===== config.mk =====
export PLATFORM = sky130hd
export DESIGN_NAME = apb_clk_cfg_if
export DESIGN_NICKNAME = d
export VERILOG_FILES = /design/src/rtl/clk_cfg_pkg.sv /design/src/rtl/clk_cfg_lock_mon.sv /design/src/rtl/apb_clk_cfg_if.sv
export SDC_FILE = /design/constraint.sdc
export NUM_CORES = 1
export LEC_CHECK = 0
export BUFFER_PORTS_ARGS = -buffer_cell sky130_fd_sc_hd__buf_2
export CORE_AREA = 5 5 115 117
export CTS_CLUSTER_SIZE = 24
export DETAILED_ROUTE_END_ITERATION = 8
export DIE_AREA = 0 0 120 122
export PLACE_DENSITY = 0.72
export SYNTH_ARGS = -nofsm -noshare
export SYNTH_HDL_FRONTEND = slang
export SYNTH_SLANG_ARGS = --single-unit

===== constraint.sdc =====
create_clock -name clk_i -period 2.6 [get_ports clk_i]
set_input_delay 0.39 -clock clk_i [delete_from_list [all_inputs] [get_ports clk_i]]
set_output_delay 0.39 -clock clk_i [all_outputs]
set_load 0.005 [all_outputs]

===== src/rtl/clk_cfg_pkg.sv =====
// Shared types and field positions for the APB clock-configuration bridge
// and its lock monitors.
package clk_cfg_pkg;

    typedef enum logic [1:0] {
        CH_SOC     = 2'd0,
        CH_PER     = 2'd1,
        CH_CLUSTER = 2'd2,
        CH_STATUS  = 2'd3
    } channel_e;

    typedef enum logic [1:0] {
        ST_IDLE = 2'd0,
        ST_REQ  = 2'd1,
        ST_RESP = 2'd2
    } state_e;

    localparam int NUM_CH          = 3;
    localparam int CFG_ADD_W       = 5;
    localparam int CFG_DATA_W      = 32;
    localparam int STATUS_LOCK_LSB = 0;
    localparam int STATUS_LOST_LSB = 8;

    function automatic logic [CFG_DATA_W-1:0] status_word(
        input logic [NUM_CH-1:0] locks,
        input logic [NUM_CH-1:0] lost
    );
        logic [CFG_DATA_W-1:0] w;
        w = '0;
        w[STATUS_LOCK_LSB +: NUM_CH] = locks;
        w[STATUS_LOST_LSB +: NUM_CH] = lost;
        return w;
    endfunction

endpackage


===== src/rtl/clk_cfg_lock_mon.sv =====
// Lock monitor for one clock channel: 2-flop synchroniser, falling-edge
// detect and a sticky lock-lost flag with write-1-to-clear.
module clk_cfg_lock_mon (
    input  logic clk,
    input  logic rst_n,
    input  logic lock_async,
    input  logic clr,
    output logic lock_sync,
    output logic lost
);

    logic meta_q;
    logic sync_q;
    logic prev_q;
    logic lost_q;
    logic fall;

    assign fall = prev_q & ~sync_q;

    // A fall in the same cycle as a clear keeps the flag set.
    always_ff @(posedge clk or negedge rst_n) begin
        if (!rst_n) begin
            meta_q <= 1'b0;
            sync_q <= 1'b0;
            prev_q <= 1'b0;
            lost_q <= 1'b0;
        end else begin
            meta_q <= lock_async;
            sync_q <= meta_q;
            prev_q <= sync_q;
            lost_q <= fall | (lost_q & ~clr);
        end
    end

    assign lock_sync = sync_q;
    assign lost      = lost_q;

endmodule


===== src/rtl/apb_clk_cfg_if.sv =====
// APB slave bridging bus accesses onto the soc/per/cluster clock-generator
// config handshakes; optional ack timeout enabled by CLK_CFG_TIMEOUT_EN.
//
// state   | meaning
// IDLE    | waiting for an APB access; status accesses complete here
// REQ     | selected channel req high, waiting for ack (or timeout)
// RESP    | pready for one cycle with captured read data / error
module apb_clk_cfg_if
    import clk_cfg_pkg::*;
#(
    parameter int APB_ADDR_WIDTH = 12,
    parameter int TIMEOUT_CYCLES = 256
) (
    input  logic                      clk_i,
    input  logic                      rst_ni,
    input  logic [APB_ADDR_WIDTH-1:0] paddr_i,
    input  logic [31:0]               pwdata_i,
    input  logic                      pwrite_i,
    input  logic                      psel_i,
    input  logic                      penable_i,
    output logic [31:0]               prdata_o,
    output logic                      pready_o,
    output logic                      pslverr_o,

    output logic                      soc_cfg_req_o,
    input  logic                      soc_cfg_ack_i,
    output logic [4:0]                soc_cfg_add_o,
    output logic [31:0]               soc_cfg_data_o,
    input  logic [31:0]               soc_cfg_r_data_i,
    output logic                      soc_cfg_wrn_o,
    input  logic                      soc_cfg_lock_i,

    output logic                      per_cfg_req_o,
    input  logic                      per_cfg_ack_i,
    output logic [4:0]                per_cfg_add_o,
    output logic [31:0]               per_cfg_data_o,
    input  logic [31:0]               per_cfg_r_data_i,
    output logic                      per_cfg_wrn_o,
    input  logic                      per_cfg_lock_i,

    output logic                      cluster_cfg_req_o,
    input  logic                      cluster_cfg_ack_i,
    output logic [4:0]                cluster_cfg_add_o,
    output logic [31:0]               cluster_cfg_data_o,
    input  logic [31:0]               cluster_cfg_r_data_i,
    output logic                      cluster_cfg_wrn_o,
    input  logic                      cluster_cfg_lock_i,

    output logic                      lock_lost_irq_o
);

    if (TIMEOUT_CYCLES < 2) begin : g_bad_timeout
        $error("TIMEOUT_CYCLES must be at least 2");
    end
    if (APB_ADDR_WIDTH < 10) begin : g_bad_addr
        $error("APB_ADDR_WIDTH must be at least 10");
    end

    state_e                  state_q;
    state_e                  state_d;
    channel_e                target;
    logic                    access;
    logic                    ch_start;
    logic                    st_access;
    logic                    st_write;
    logic                    sel_ack;
    logic                    to_hit;
    logic [NUM_CH-1:0]       req_q;
    logic [NUM_CH-1:0]       ack_vec;
    logic [NUM_CH-1:0]       lock_async;
    logic [NUM_CH-1:0]       lock_sync;
    logic [NUM_CH-1:0]       lost;
    logic [NUM_CH-1:0]       lost_clr;
    logic [CFG_ADD_W-1:0]    add_q;
    logic [CFG_DATA_W-1:0]   data_q;
    logic [CFG_DATA_W-1:0]   rdata_sel;
    logic [CFG_DATA_W-1:0]   prdata_q;
    logic                    wrn_q;
    logic                    irq_q;
    logic                    unused_addr_bits;

    assign unused_addr_bits = ^{paddr_i[APB_ADDR_WIDTH-1:9], paddr_i[1:0]};

    assign target    = channel_e'(paddr_i[8:7]);
    assign access    = psel_i & penable_i;
    assign ch_start  = (state_q == ST_IDLE) & access & (target != CH_STATUS);
    assign st_access = (state_q == ST_IDLE) & access & (target == CH_STATUS);
    assign st_write  = st_access & pwrite_i;

    assign ack_vec    = {cluster_cfg_ack_i, per_cfg_ack_i, soc_cfg_ack_i};
    assign lock_async = {cluster_cfg_lock_i, per_cfg_lock_i, soc_cfg_lock_i};
    assign sel_ack    = |(req_q & ack_vec);

    // req_q is one-hot while a handshake is open, so it doubles as read mux select.
    assign rdata_sel = ({CFG_DATA_W{req_q[0]}} & soc_cfg_r_data_i)
                     | ({CFG_DATA_W{req_q[1]}} & per_cfg_r_data_i)
                     | ({CFG_DATA_W{req_q[2]}} & cluster_cfg_r_data_i);

`ifdef CLK_CFG_TIMEOUT_EN
    localparam int TO_W = ($clog2(TIMEOUT_CYCLES) > 8) ? $clog2(TIMEOUT_CYCLES) : 8;

    logic [TO_W-1:0] to_cnt_q;
    logic            err_q;

    assign to_hit = (state_q == ST_REQ) & ~sel_ack
                  & (to_cnt_q == TO_W'(TIMEOUT_CYCLES - 1));

    always_ff @(posedge clk_i or negedge rst_ni) begin
        if (!rst_ni) begin
            to_cnt_q <= '0;
            err_q    <= 1'b0;
        end else begin
            if (state_q == ST_REQ) begin
                to_cnt_q <= to_cnt_q + TO_W'(1);
            end else begin
                to_cnt_q <= '0;
            end
            if (to_hit) begin
                err_q <= 1'b1;
            end else if (state_q == ST_RESP) begin
                err_q <= 1'b0;
            end
        end
    end
`else
    assign to_hit = 1'b0;
`endif

    always_ff @(posedge clk_i or negedge rst_ni) begin
        if (!rst_ni) begin
            state_q <= ST_IDLE;
        end else begin
            state_q <= state_d;
        end
    end

    always_comb begin
        state_d = state_q;
        case (state_q)
            ST_IDLE: if (ch_start)          state_d = ST_REQ;
            ST_REQ:  if (sel_ack || to_hit) state_d = ST_RESP;
            ST_RESP:                        state_d = ST_IDLE;
            default:                        state_d = ST_IDLE;
        endcase
    end

    // A master that dropped psel mid-transfer gets no response.
    always_comb begin
        pready_o  = 1'b0;
        pslverr_o = 1'b0;
        prdata_o  = '0;
        case (state_q)
            ST_IDLE: begin
                if (st_access) begin
                    pready_o = 1'b1;
                    if (!pwrite_i) begin
                        prdata_o = status_word(lock_sync, lost);
                    end
                end
            end
            ST_RESP: begin
                if (access) begin
                    pready_o = 1'b1;
                    prdata_o = prdata_q;
`ifdef CLK_CFG_TIMEOUT_EN
                    pslverr_o = err_q;
`endif
                end
            end
            default: ;
        endcase
    end

    always_ff @(posedge clk_i or negedge rst_ni) begin
        if (!rst_ni) begin
            add_q    <= '0;
            data_q   <= '0;
            wrn_q    <= 1'b0;
            req_q    <= '0;
            prdata_q <= '0;
        end else begin
            if (ch_start) begin
                add_q  <= paddr_i[6:2];
                data_q <= pwdata_i;
                wrn_q  <= ~pwrite_i;
                req_q  <= {{(NUM_CH-1){1'b0}}, 1'b1} << target;
            end else if ((state_q == ST_REQ) && (sel_ack || to_hit)) begin
                req_q    <= '0;
                prdata_q <= (sel_ack && wrn_q) ? rdata_sel : '0;
            end else if (state_q == ST_RESP) begin
                prdata_q <= '0;
            end
        end
    end

    assign lost_clr = st_write ? pwdata_i[STATUS_LOST_LSB +: NUM_CH] : '0;

    for (genvar i = 0; i < NUM_CH; i++) begin : g_lock
        clk_cfg_lock_mon u_mon (
            .clk        (clk_i),
            .rst_n      (rst_ni),
            .lock_async (lock_async[i]),
            .clr        (lost_clr[i]),
            .lock_sync  (lock_sync[i]),
            .lost       (lost[i])
        );
    end

    always_ff @(posedge clk_i or negedge rst_ni) begin
        if (!rst_ni) begin
            irq_q <= 1'b0;
        end else begin
            irq_q <= |lost;
        end
    end

    assign lock_lost_irq_o = irq_q;

    assign soc_cfg_req_o      = req_q[0];
    assign per_cfg_req_o      = req_q[1];
    assign cluster_cfg_req_o  = req_q[2];

    assign soc_cfg_add_o      = add_q;
    assign per_cfg_add_o      = add_q;
    assign cluster_cfg_add_o  = add_q;

    assign soc_cfg_data_o     = data_q;
    assign per_cfg_data_o     = data_q;
    assign cluster_cfg_data_o = data_q;

    assign soc_cfg_wrn_o      = wrn_q;
    assign per_cfg_wrn_o      = wrn_q;
    assign cluster_cfg_wrn_o  = wrn_q;

endmodule


==> parameters.txt, run 1 <==
Parameter                              Value

STA
  Tightest slew margin relative to the limit ... between 50% and 60%
  Fmax ... between 0.4 and 0.5 GHz
  Final Setup Violations ... 0
  Final Critical Period ... 2220 ps
  Minimum setup slack in the final design ... 383 ps
  Final Max Tran Viols ... 0
  Final hold violations ... 0
  Clock tree skew after final layout ... 7.30 ps
  Unrepaired setup endpoints after global routing ... no
  Worst slew pin tran ... 700 ps
  Final setup TNS ... 0 ps
  Worst hold slack ... 48.1 ps
  Post-route clock period utilization ... 85.3%

Cells and area
  Share of cells above drive strength 1 ... a little over three fifths
  Filler cell count ... 1,101
  Ant. Diodes ... 0
  Leading cell type in the layout, fill and taps excluded ... buf_2
  Number of nets in the finished design ... 730
  Area grow syn2layout ... 31.3%
  Post-route insts no fill ... around 730
  Most used cells in the layout excluding fill and tap cells ... buf_2 (295), dfrtp_1 (88), mux2_2 (37)

GRT
  Global route overflow ... 0
  Largest net degree at the start of global routing ... 45
  First-pass GRT wire length ... 19,900 µm
  GRT Resource Usage Total ... 17.3%
  Initial antenna violation count ... 0
  Via count of the first global-routing pass ... between 3,000 and 4,000

CTS
  Number of buffers inserted by hold repair at cts ... 0
  Clock latency reported for the late side of the worst-skew pair ... 330 ps
  Clock Path Buffers ... 2
  Number of buffers created by CTS ... 9
  Buffers inserted during post-CTS setup optimization ... 0
  Post-cts gate resize count ... 0
  CTS clock-pin slew for the worst setup and hold paths ... roughly 70 ps
  Number of H-tree branching levels ... 3
  Clock sinks ... ~90
  Cell at the root of the clock tree ... clkbuf_16
  CTS tree ... done

Route
  Wire length on met1 ... approximately 5000 µm
  Routed length per placed instance ... about 18 µm
  Drt total wl ... about 13,000 µm
  Final routed DRC violation total ... 0
  Number of iterations in the first detailed-routing pass ... 6
  Number of design-rule violations left by the first detailed-router iteration ... ~260
  Remaining antenna violation count after routing ... 0
  Vias after detailed routing ... ~3,700
  Routed wl met2 ... around 6600 µm
  Top sig layer ... met4
  Via/cell ratio ... 5.08
  Met3 Routed Length ... 1230 µm

Pwr
  Switch share ... 33.7%
  P_leak ... 3.02 nW
  VDD IR max ... a little under 600 µV
  Power Internal ... 4.14 mW
  Combinational Power Share ... 40.0%
  Pwr Density ... 1080 nW/µm²
  Power share of the sequential group ... 36.1%
  Switching Power ... 2.10 mW
  Relative contribution of the clock network to total power ... 24.0%

Floorplan
  Total Die Area ... 14,600 µm²
  Number of primary I/O pins ... just over 300
  DIE HEIGHT ... around 120 µm
  Chip width ... 120 µm
  Starting density of the core ... 35.9%
  Floorplan Core Area ... 12,300 µm²
  Total number of placement rows ... 41

Yosys
  Gate Count Post-Synth ... between 300 and 400
  Unique cell type count in the Yosys netlist ... 29
  Count of yosys warnings during synthesis ... 0
  Share of the yosys chip area belonging to registers ... 50.0%
  Net count of the mapped netlist ... between 500 and 600
  Number of flip-flops and latches in the synthesized netlist ... 88
  Mapped Area ... 4410 µm²
  Synthesized area per cell ... 12.0 µm²

Worst setup path
  Number of cells on the worst reg-to-reg path ... 3
  Type of element launching the critical path ... flop
  Setup crit end kind ... primary output
  Required time at the endpoint of the critical path ... approximately 2200 ps
  CP Class ... reg -> out
  Arrival time at the worst endpoint ... around 1800 ps
  Worst-path fanout max ... 7

Place
  Routability congestion estimate from global placement ... between 0.7 and 0.8
  Worst slack at placement ... 420 ps
  Detail Placement HPWL ... 10,100 µm
  Number of instances in the placed design ... 718
  Number of buffers added on ports ... ~300

Outcome
  Run status ... completed

Hold path
  Class of the tightest hold or removal check ... in -> async

Flow run
  Max cap viols ... 0
[Yosys cell counts]
master | count | area [µm²]
buf_2 | 3 | 15.0
clkbuf_1 | 18 | 67.6
o2bb2ai_2 | 1 | 15.0
or3_1 | 2 | 12.5
nor3_1 | 2 | 10.0
a22o_1 | 6 | 52.6
a222oi_1 | 33 | 330
conb_1 | 1 | 3.75
mux2_2 | 37 | 417
inv_1 | 6 | 22.5
o21a_1 | 2 | 15.0
nand4bb_1 | 1 | 11.3
buf_4 | 77 | 578
nor4bb_1 | 1 | 10.0
buf_6 | 6 | 67.6
nand2_1 | 6 | 22.5
o21a_2 | 1 | 8.76
nand2b_1 | 3 | 18.8
or2_2 | 1 | 6.26
nor2_1 | 2 | 7.51
o22ai_1 | 1 | 6.26
o31ai_1 | 3 | 22.5
mux2i_1 | 1 | 10.0
o2bb2ai_1 | 31 | 272
dfrtp_1 | 88 | 2200
a21oi_1 | 1 | 5.00
and2_1 | 26 | 163
a31o_2 | 1 | 8.76
o21ai_0 | 5 | 25.0
[power groups by stage]
stage	combinational (mW)	clock [mW]	sequential [mW]
5_1_grt	2.73	1.60	2.35
4_1_cts	2.54	1.55	2.26
2_1_floorplan	2.06	0	2.25
3_3_place_gp	2.49	0	2.24
6_report	2.50	1.50	2.25
3_5_place_dp	2.54	0	2.28
[cells by family after synthesis]
logic type             after synthesis  synth area share (%)
flip-flops                          88                  50.0
multiplexers                        38                  9.68
AND/OR/NAND/NOR                     44                  5.94
buffers and inverters              110                  17.0
other                                1                0.0851
AO/OA/AOI/OAI                       85                  17.3
[flip-flops by register name (all words and copies together), names as in the netlist, 2 cells and up]
register,flops
g_lock.u_mon.lost,3
prdata_q,32
req_q,3
g_lock.u_mon.prev_q,3
cluster_cfg_data_o,32
cluster_cfg_add_o,5
state_q,2
g_lock.u_mon.lock_sync,3
g_lock.u_mon.meta_q,3
[final timing paths]
check | to | start | slack [ps]
max | prdata_o[9] | state_q[1]$_DFFE_PN0P_ | 380
min in group clk_i | g_lock[2].u_mon.meta_q$_DFF_PN0_ | cluster_cfg_lock_i | 160
max reg2reg | prdata_q[30]$_DFFE_PN0P_ | req_q[0]$_DFFE_PN0P_ | 570
max in group asynchronous | prdata_q[16]$_DFFE_PN0P_ | rst_ni | 1790
min reg2reg | g_lock[1].u_mon.lock_sync$_DFF_PN0_ | g_lock[1].u_mon.meta_q$_DFF_PN0_ | 350
min | prdata_q[25]$_DFFE_PN0P_ | rst_ni | 50
[cell type report]
class | count | area (µm²) | share of cell area (%)
inverter | 6 | 22.5 | 0.389
timing repair buffer | 306 | 1560 | 27.0
sequential | 88 | 2200 | 38.1
clock inverter | 6 | 116 | 2.01
tap | 150 | 188 | 3.24
multi-input combinational | 168 | 1460 | 25.2
clock buffer | 10 | 239 | 4.13
[stage by stage]
| step | utilization [%] | cell area, µm² | power (mW) |
|---|---|---|---|
| after global placement | 44.3 | 5430 | 4.73 |
| after detailed placement | 44.3 | 5430 | 4.82 |
| after CTS | 47.2 | 5780 | 6.36 |
| after global routing | 47.2 | 5780 | 6.68 |
| after floorplan | - | 4410 | 4.31 |
| final | 47.2 | 5780 | 6.25 |
[worst max-delay path, stage by stage (launching register included)]
cell       delay [ps]
dfrtp_1           400
nand4bb_1         380
nor3_1            260
buf_4             190
a22o_1            150
buf_2             120
[routing by layer]
layer | vias to the layer above | global-route usage [%]
met3 | 15 | 4.55
met1 | 1786 | 19.9
met4 | 0 | 6.94
met5 | - | 0
li1 | 1709 | -
met2 | 220 | 30.6
Note: power is estimated with default switching activity, not from simulation.
==> run 2: changes to the inputs <==
--- a/config.mk
+++ b/config.mk
@@ -6,11 +6,12 @@
 export NUM_CORES = 1
 export LEC_CHECK = 0
 export BUFFER_PORTS_ARGS = -buffer_cell sky130_fd_sc_hd__buf_2
-export CORE_AREA = 5 5 115 117
+export CORE_MARGIN = 5
+export CORE_UTILIZATION = 38
 export CTS_CLUSTER_SIZE = 24
 export DETAILED_ROUTE_END_ITERATION = 8
-export DIE_AREA = 0 0 120 122
-export PLACE_DENSITY = 0.72
+export HOLD_SLACK_MARGIN = 0.03
+export PLACE_DENSITY = 0.77
 export SYNTH_ARGS = -nofsm -noshare
 export SYNTH_HDL_FRONTEND = slang
 export SYNTH_SLANG_ARGS = --single-unit
==> constraint.sdc (replaced) <==
create_clock -name clk_i -period 1.78 [get_ports clk_i]
set_input_delay 0.267 -clock clk_i [delete_from_list [all_inputs] [get_ports clk_i]]
set_output_delay 0.267 -clock clk_i [all_outputs]
set_load 0.005 [all_outputs]
==> parameters.txt, run 2 (same netlist as run 1, synthesis figures left out) <==
Parameter                              Value

Route
  Remaining antenna violation count after routing ... 0
  Number of iterations in the first detailed-routing pass ... 5
  Final routed DRC violation total ... 0
  Via/cell ratio ... 5.09
  Number of design-rule violations left by the first detailed-router iteration ... about 210
  Routed length per placed instance ... 18.6 µm
  Drt total wl ... 13,700 µm
  Vias after detailed routing ... about 3,700

STA
  Tightest slew margin relative to the limit ... 58.1%
  Fmax ... 0.534 GHz
  Unrepaired setup endpoints after global routing ... yes
  Post-route clock period utilization ... 105%
  Worst hold slack ... 165 ps
  Minimum setup slack in the final design ... -93.3 ps
  Final Setup Violations ... 6
  Final hold violations ... 0
  Clock tree skew after final layout ... about 3.7 ps
  Final Max Tran Viols ... 0
  Worst slew pin tran ... 629 ps
  Final Critical Period ... 1870 ps
  Final setup TNS ... -357 ps

Worst setup path
  Highest-delay cell along the critical path ... dfrtp_1
  Critical Path Max Stage Delay ... 400 ps
  CP cell instances ... nand4bb_4 -> nor3_2 -> buf_4 -> a22o_1 -> buf_2
  Required time at the endpoint of the critical path ... 1510 ps
  Type of element launching the critical path ... flop
  Setup crit end kind ... primary output
  Arrival time at the worst endpoint ... 1610 ps
  CP Class ... reg -> out
  Kind of cell adding the most delay to the critical path ... flip-flops
  Crit path buffers/inverters ... 2
  Worst-path fanout max ... 6

GRT
  First-pass GRT wire length ... 21,400 µm
  GRT Resource Usage Total ... 18.8%
  Largest net degree at the start of global routing ... 38
  Global route overflow ... 0
  Via count of the first global-routing pass ... 4,028
  Initial antenna violation count ... 1

Pwr
  Power Total ... between 9 and 10 mW
  P_leak ... approximately 3.1 nW
  VDD IR max ... around 1000 µV
  Pwr Density ... 1520 nW/µm²

Cells and area
  Share of cells above drive strength 1 ... 63.3%
  Area grow syn2layout ... 34.4%
  Most used cells in the layout excluding fill and tap cells ... buf_2 (294), dfrtp_1 (88), mux2_2 (37)
  Leading cell type in the layout, fill and taps excluded ... buf_2
  Number of nets in the finished design ... 741
  Ant. Diodes ... 0

Floorplan
  Total Die Area ... ~14,000 µm²
  DIE HEIGHT ... 118 µm
  Total number of placement rows ... 39
  Starting density of the core ... 38.7%
  Number of primary I/O pins ... 303
  Floorplan Core Area ... 11,400 µm²
  Chip width ... roughly 120 µm

Place
  Detail Placement HPWL ... 10,700 µm
  Worst slack at placement ... 64.7 ps
  Number of buffers added on ports ... 296
  Routability congestion estimate from global placement ... 0.825

CTS
  Number of buffers created by CTS ... 9
  CTS clock-pin slew for the worst setup and hold paths ... 60 ps
  Number of H-tree branching levels ... 3
  Clock Path Buffers ... 2
  Cell at the root of the clock tree ... clkbuf_16
  Clock latency reported for the late side of the worst-skew pair ... 330 ps
  Clock sinks ... 88
  CTS tree ... done

Flow run
  Max cap viols ... 0

Outcome
  Violated checks ... setup timing
  Run status ... finished, violations left

Hold path
  Class of the tightest hold or removal check ... in -> reg
## run 2: cell types whose count changed in the layout (fill, tap and decap cells not counted), moves of 2 or more
cell           before  now
clkinv_4            3    0
and2_1             26   24
and2_4              0    2
clkinv_2            0    2
dlygate4sd3_1       0    4
buf_12              0    6
bufinv_16           3    0
## run 2: where the power goes
| part | internal (mW) | total, mW | switching, mW |
|---|---|---|---|
| combinational | 2.09 | 3.95 | 1.86 |
| sequential | 2.74 | 3.32 | 0.586 |
| clock | 1.01 | 1.74 | 0.735 |
## run 2: per-layer routing
layer,vias up,track usage (%),part of all wire [%]
li1,1726,-,-
met5,-,0,0.095
met3,15,5.57,8.6
met1,1792,20.9,38
met2,213,34.5,51
met4,2,5.73,1.5
## run 2: final timing paths
kind	from	to	slack, ps	depth (start not counted)
worst min register to register	g_lock[2].u_mon.meta_q$_DFF_PN0_	g_lock[2].u_mon.lock_sync$_DFF_PN0_	350	0
worst min-delay path	paddr_i[5]	cluster_cfg_add_o[3]$_DFFE_PN0P_	160	2
worst max-delay path	state_q[1]$_DFFE_PN0P_	prdata_o[8]	-90	5
max in group asynchronous	rst_ni	prdata_q[29]$_DFFE_PN0P_	850	3
worst max register to register	state_q[0]$_DFFE_PN0P_	cluster_cfg_data_o[2]$_DFFE_PN0P_	110	5
min in group asynchronous	rst_ni	cluster_cfg_data_o[5]$_DFFE_PN0P_	400	2
## run 2: repair_timing
action                                 in CTS  in global routing
buffers inserted                            3                  0
pin swaps                                   5                  6
hold buffers                                4                  0
resized for setup                           2                  7
setup endpoints to repair                  32                 69
endpoints found under the hold margin      32                  0
## run 2: through the flow
step	instance area [µm²]	std cells	util (%)
floorplan	4410	366	-
global placement	5530	715	48.6
detailed placement	5530	715	48.6
CTS	5870	737	51.7
global route	5920	737	52.1
finish	5920	737	52.1
## run 2: layout make-up
class / count / area (µm²)
tap: 143 / 179
fill: 978 / 5450
clock buffer: 12 / 256
clock inverter: 3 / 17.5
multi-input combinational: 168 / 1510
sequential: 88 / 2200
inverter: 6 / 22.5
timing repair buffer: 317 / 1730
==> run 3: changes to the inputs <==
--- a/config.mk
+++ b/config.mk
@@ -6,12 +6,13 @@
 export NUM_CORES = 1
 export LEC_CHECK = 0
 export BUFFER_PORTS_ARGS = -buffer_cell sky130_fd_sc_hd__buf_2
-export CORE_MARGIN = 5
-export CORE_UTILIZATION = 38
+export CORE_AREA = 5 5 115 117
 export CTS_CLUSTER_SIZE = 24
 export DETAILED_ROUTE_END_ITERATION = 8
+export DIE_AREA = 0 0 120 122
 export HOLD_SLACK_MARGIN = 0.03
-export PLACE_DENSITY = 0.77
+export PLACE_DENSITY = 0.72
+export SKIP_CTS_REPAIR_TIMING = 1
 export SYNTH_ARGS = -nofsm -noshare
 export SYNTH_HDL_FRONTEND = slang
 export SYNTH_SLANG_ARGS = --single-unit
==> constraint.sdc (replaced) <==
create_clock -name clk_i -period 2.35 [get_ports clk_i]
set_input_delay 0.3525 -clock clk_i [delete_from_list [all_inputs] [get_ports clk_i]]
set_output_delay 0.3525 -clock clk_i [all_outputs]
set_load 0.005 [all_outputs]
==> parameters.txt, run 3 (same netlist as run 1, synthesis figures left out) <==
Parameter                              Value

Cells and area
  Leading cell type in the layout, fill and taps excluded ... buf_2
  Share of cells above drive strength 1 ... 62.6%
  Most used cells in the layout excluding fill and tap cells ... buf_2 (295), dfrtp_1 (88), mux2_2 (37)
  Area grow syn2layout ... 30.7%
  Post-route insts no fill ... 735
  Number of nets in the finished design ... 731
  Non-Filler Cell Area, Final ... 5760 µm²
  Ant. Diodes ... 0

Floorplan
  DIE HEIGHT ... 122 µm
  Chip width ... 120 µm
  Total Die Area ... 14,600 µm²
  Number of primary I/O pins ... 303
  Floorplan Core Area ... 12,300 µm²
  Total number of placement rows ... 41
  Starting density of the core ... 35.9%

Worst setup path
  Slack of the worst reg-to-reg path ... 560 ps
  CP startpoint ... state_q[1]$_DFFE_PN0P_
  R2r endpoint ... cluster_cfg_data_o[24]$_DFFE_PN0P_
  Arrival time at the worst endpoint ... around 1900 ps
  Worst-path fanout max ... 7
  Number of cells on the worst reg-to-reg path ... 4
  CP Class ... reg -> out
  Critical Path Sink ... prdata_o[10]
  Type of element launching the critical path ... flop
  Required time at the endpoint of the critical path ... ~2000 ps
  Setup crit end kind ... primary output
  Source of the worst register-to-register timing path ... state_q[0]$_DFFE_PN0P_

GRT
  Initial antenna violation count ... 0
  Global route overflow ... 0
  GRT Resource Usage Total ... between 15 and 20%
  Via count of the first global-routing pass ... 3,837
  Largest net degree at the start of global routing ... 58
  First-pass GRT wire length ... approximately 20,000 µm

STA
  Clock tree skew after final layout ... 8.73 ps
  Final Critical Period ... 2220 ps
  Unrepaired setup endpoints after global routing ... no
  Final Max Tran Viols ... 0
  Final hold violations ... 0
  Post-route clock period utilization ... roughly 94%
  Final setup TNS ... 0 ps
  Final Setup Violations ... 0
  Worst slew pin tran ... 661 ps
  Fmax ... 0.451 GHz
  Tightest slew margin relative to the limit ... 56.0%

Route
  Vias after detailed routing ... ~3,700
  Drt total wl ... around 13,000 µm
  Number of iterations in the first detailed-routing pass ... 6
  Via/cell ratio ... 5.06
  Routed length per placed instance ... 17.4 µm
  Number of design-rule violations left by the first detailed-router iteration ... 280
  Final routed DRC violation total ... 0
  Remaining antenna violation count after routing ... 0

Hold path
  Class of the tightest hold or removal check ... in -> reg
  Beginning of the worst hold path ... soc_cfg_lock_i

CTS
  CTS tree ... done
  Number of buffers created by CTS ... 9
  Clock Path Buffers ... 2
  CTS clock-pin slew for the worst setup and hold paths ... 70 ps
  Clock latency reported for the late side of the worst-skew pair ... ~330 ps
  Number of H-tree branching levels ... 3
  Clock sinks ... 88
  Cell at the root of the clock tree ... clkbuf_16

Flow run
  Max cap viols ... 0

Place
  Number of instances in the placed design ... 718
  Routability congestion estimate from global placement ... 0.832
  Number of buffers added on ports ... 296
  Total placed instance area ... 5440 µm²
  Detail Placement HPWL ... 9870 µm

Pwr
  Pwr Density ... 1160 nW/µm²
  P_leak ... approximately 3.0 nW
  VDD IR max ... roughly 700 µV

Outcome
  Run status ... completed
[run 3: cell types whose count changed in the layout (fill, tap and decap cells not counted), moves of 2 or more]
cell / change
clkbuf_8: -2
and2_4: -2
buf_12: -5
and2_1: +2
buf_4: -2
clkinv_4: +2
inv_6: +2
dlygate4sd3_1: -3
[run 3: where the power goes]
group / internal, mW / switching [mW]
Sequential: 2.07 / 0.426
Combinational: 1.46 / 1.32
Clock: 0.833 / 0.601
[run 3: worst max-delay path: stages, from the launching register on]
cell	delay (ps)
dfrtp_1	410
nand4bb_2	360
nor3_1	300
buf_4	180
a22o_1	150
buf_2	130
[run 3: layout make-up]
class                           count  area, µm²
Clock buffer                        9        225
Sequential cell                    88       2200
Fill cell                        1127       6500
Timing Repair Buffer              307       1580
Inverter                            6       22.5
Multi-Input combinational cell    168       1460
Tap cell                          150        188
Clock inverter                      7       77.6
[run 3: worst min path at each step]
stage | endpoint | cells past startpoint
floorplan | cluster_cfg_add_o[0]$_DFFE_PN0P_ | 0
detailed placement | lock_lost_irq_o$_DFF_PN0_ | 1
global placement | lock_lost_irq_o$_DFF_PN0_ | 1
CTS | prdata_q[15]$_DFFE_PN0P_ | 1
global route | g_lock[1].u_mon.meta_q$_DFF_PN0_ | 1
finish | g_lock[0].u_mon.meta_q$_DFF_PN0_ | 1
[run 3: metrics by stage]
step	setup slack, ps	power [mW]	hold WS, ps	util [%]
2_1_floorplan	669	4.77	56.9	-
3_3_place_gp	483	5.24	314	44.4
3_5_place_dp	450	5.34	321	44.4
4_1_cts	61.8	6.82	-47.0	46.9
5_1_grt	29.2	7.19	106	47.0
6_report	134	6.71	124	47.0
[run 3: routing by layer]
layer	vias up	global-route usage, %	wire length (µm)
li1	1708	-	-
met1	1805	20.0	5110
met2	201	29.5	6470
met3	8	4.74	1100
met4	0	5.73	91
met5	-	0	0
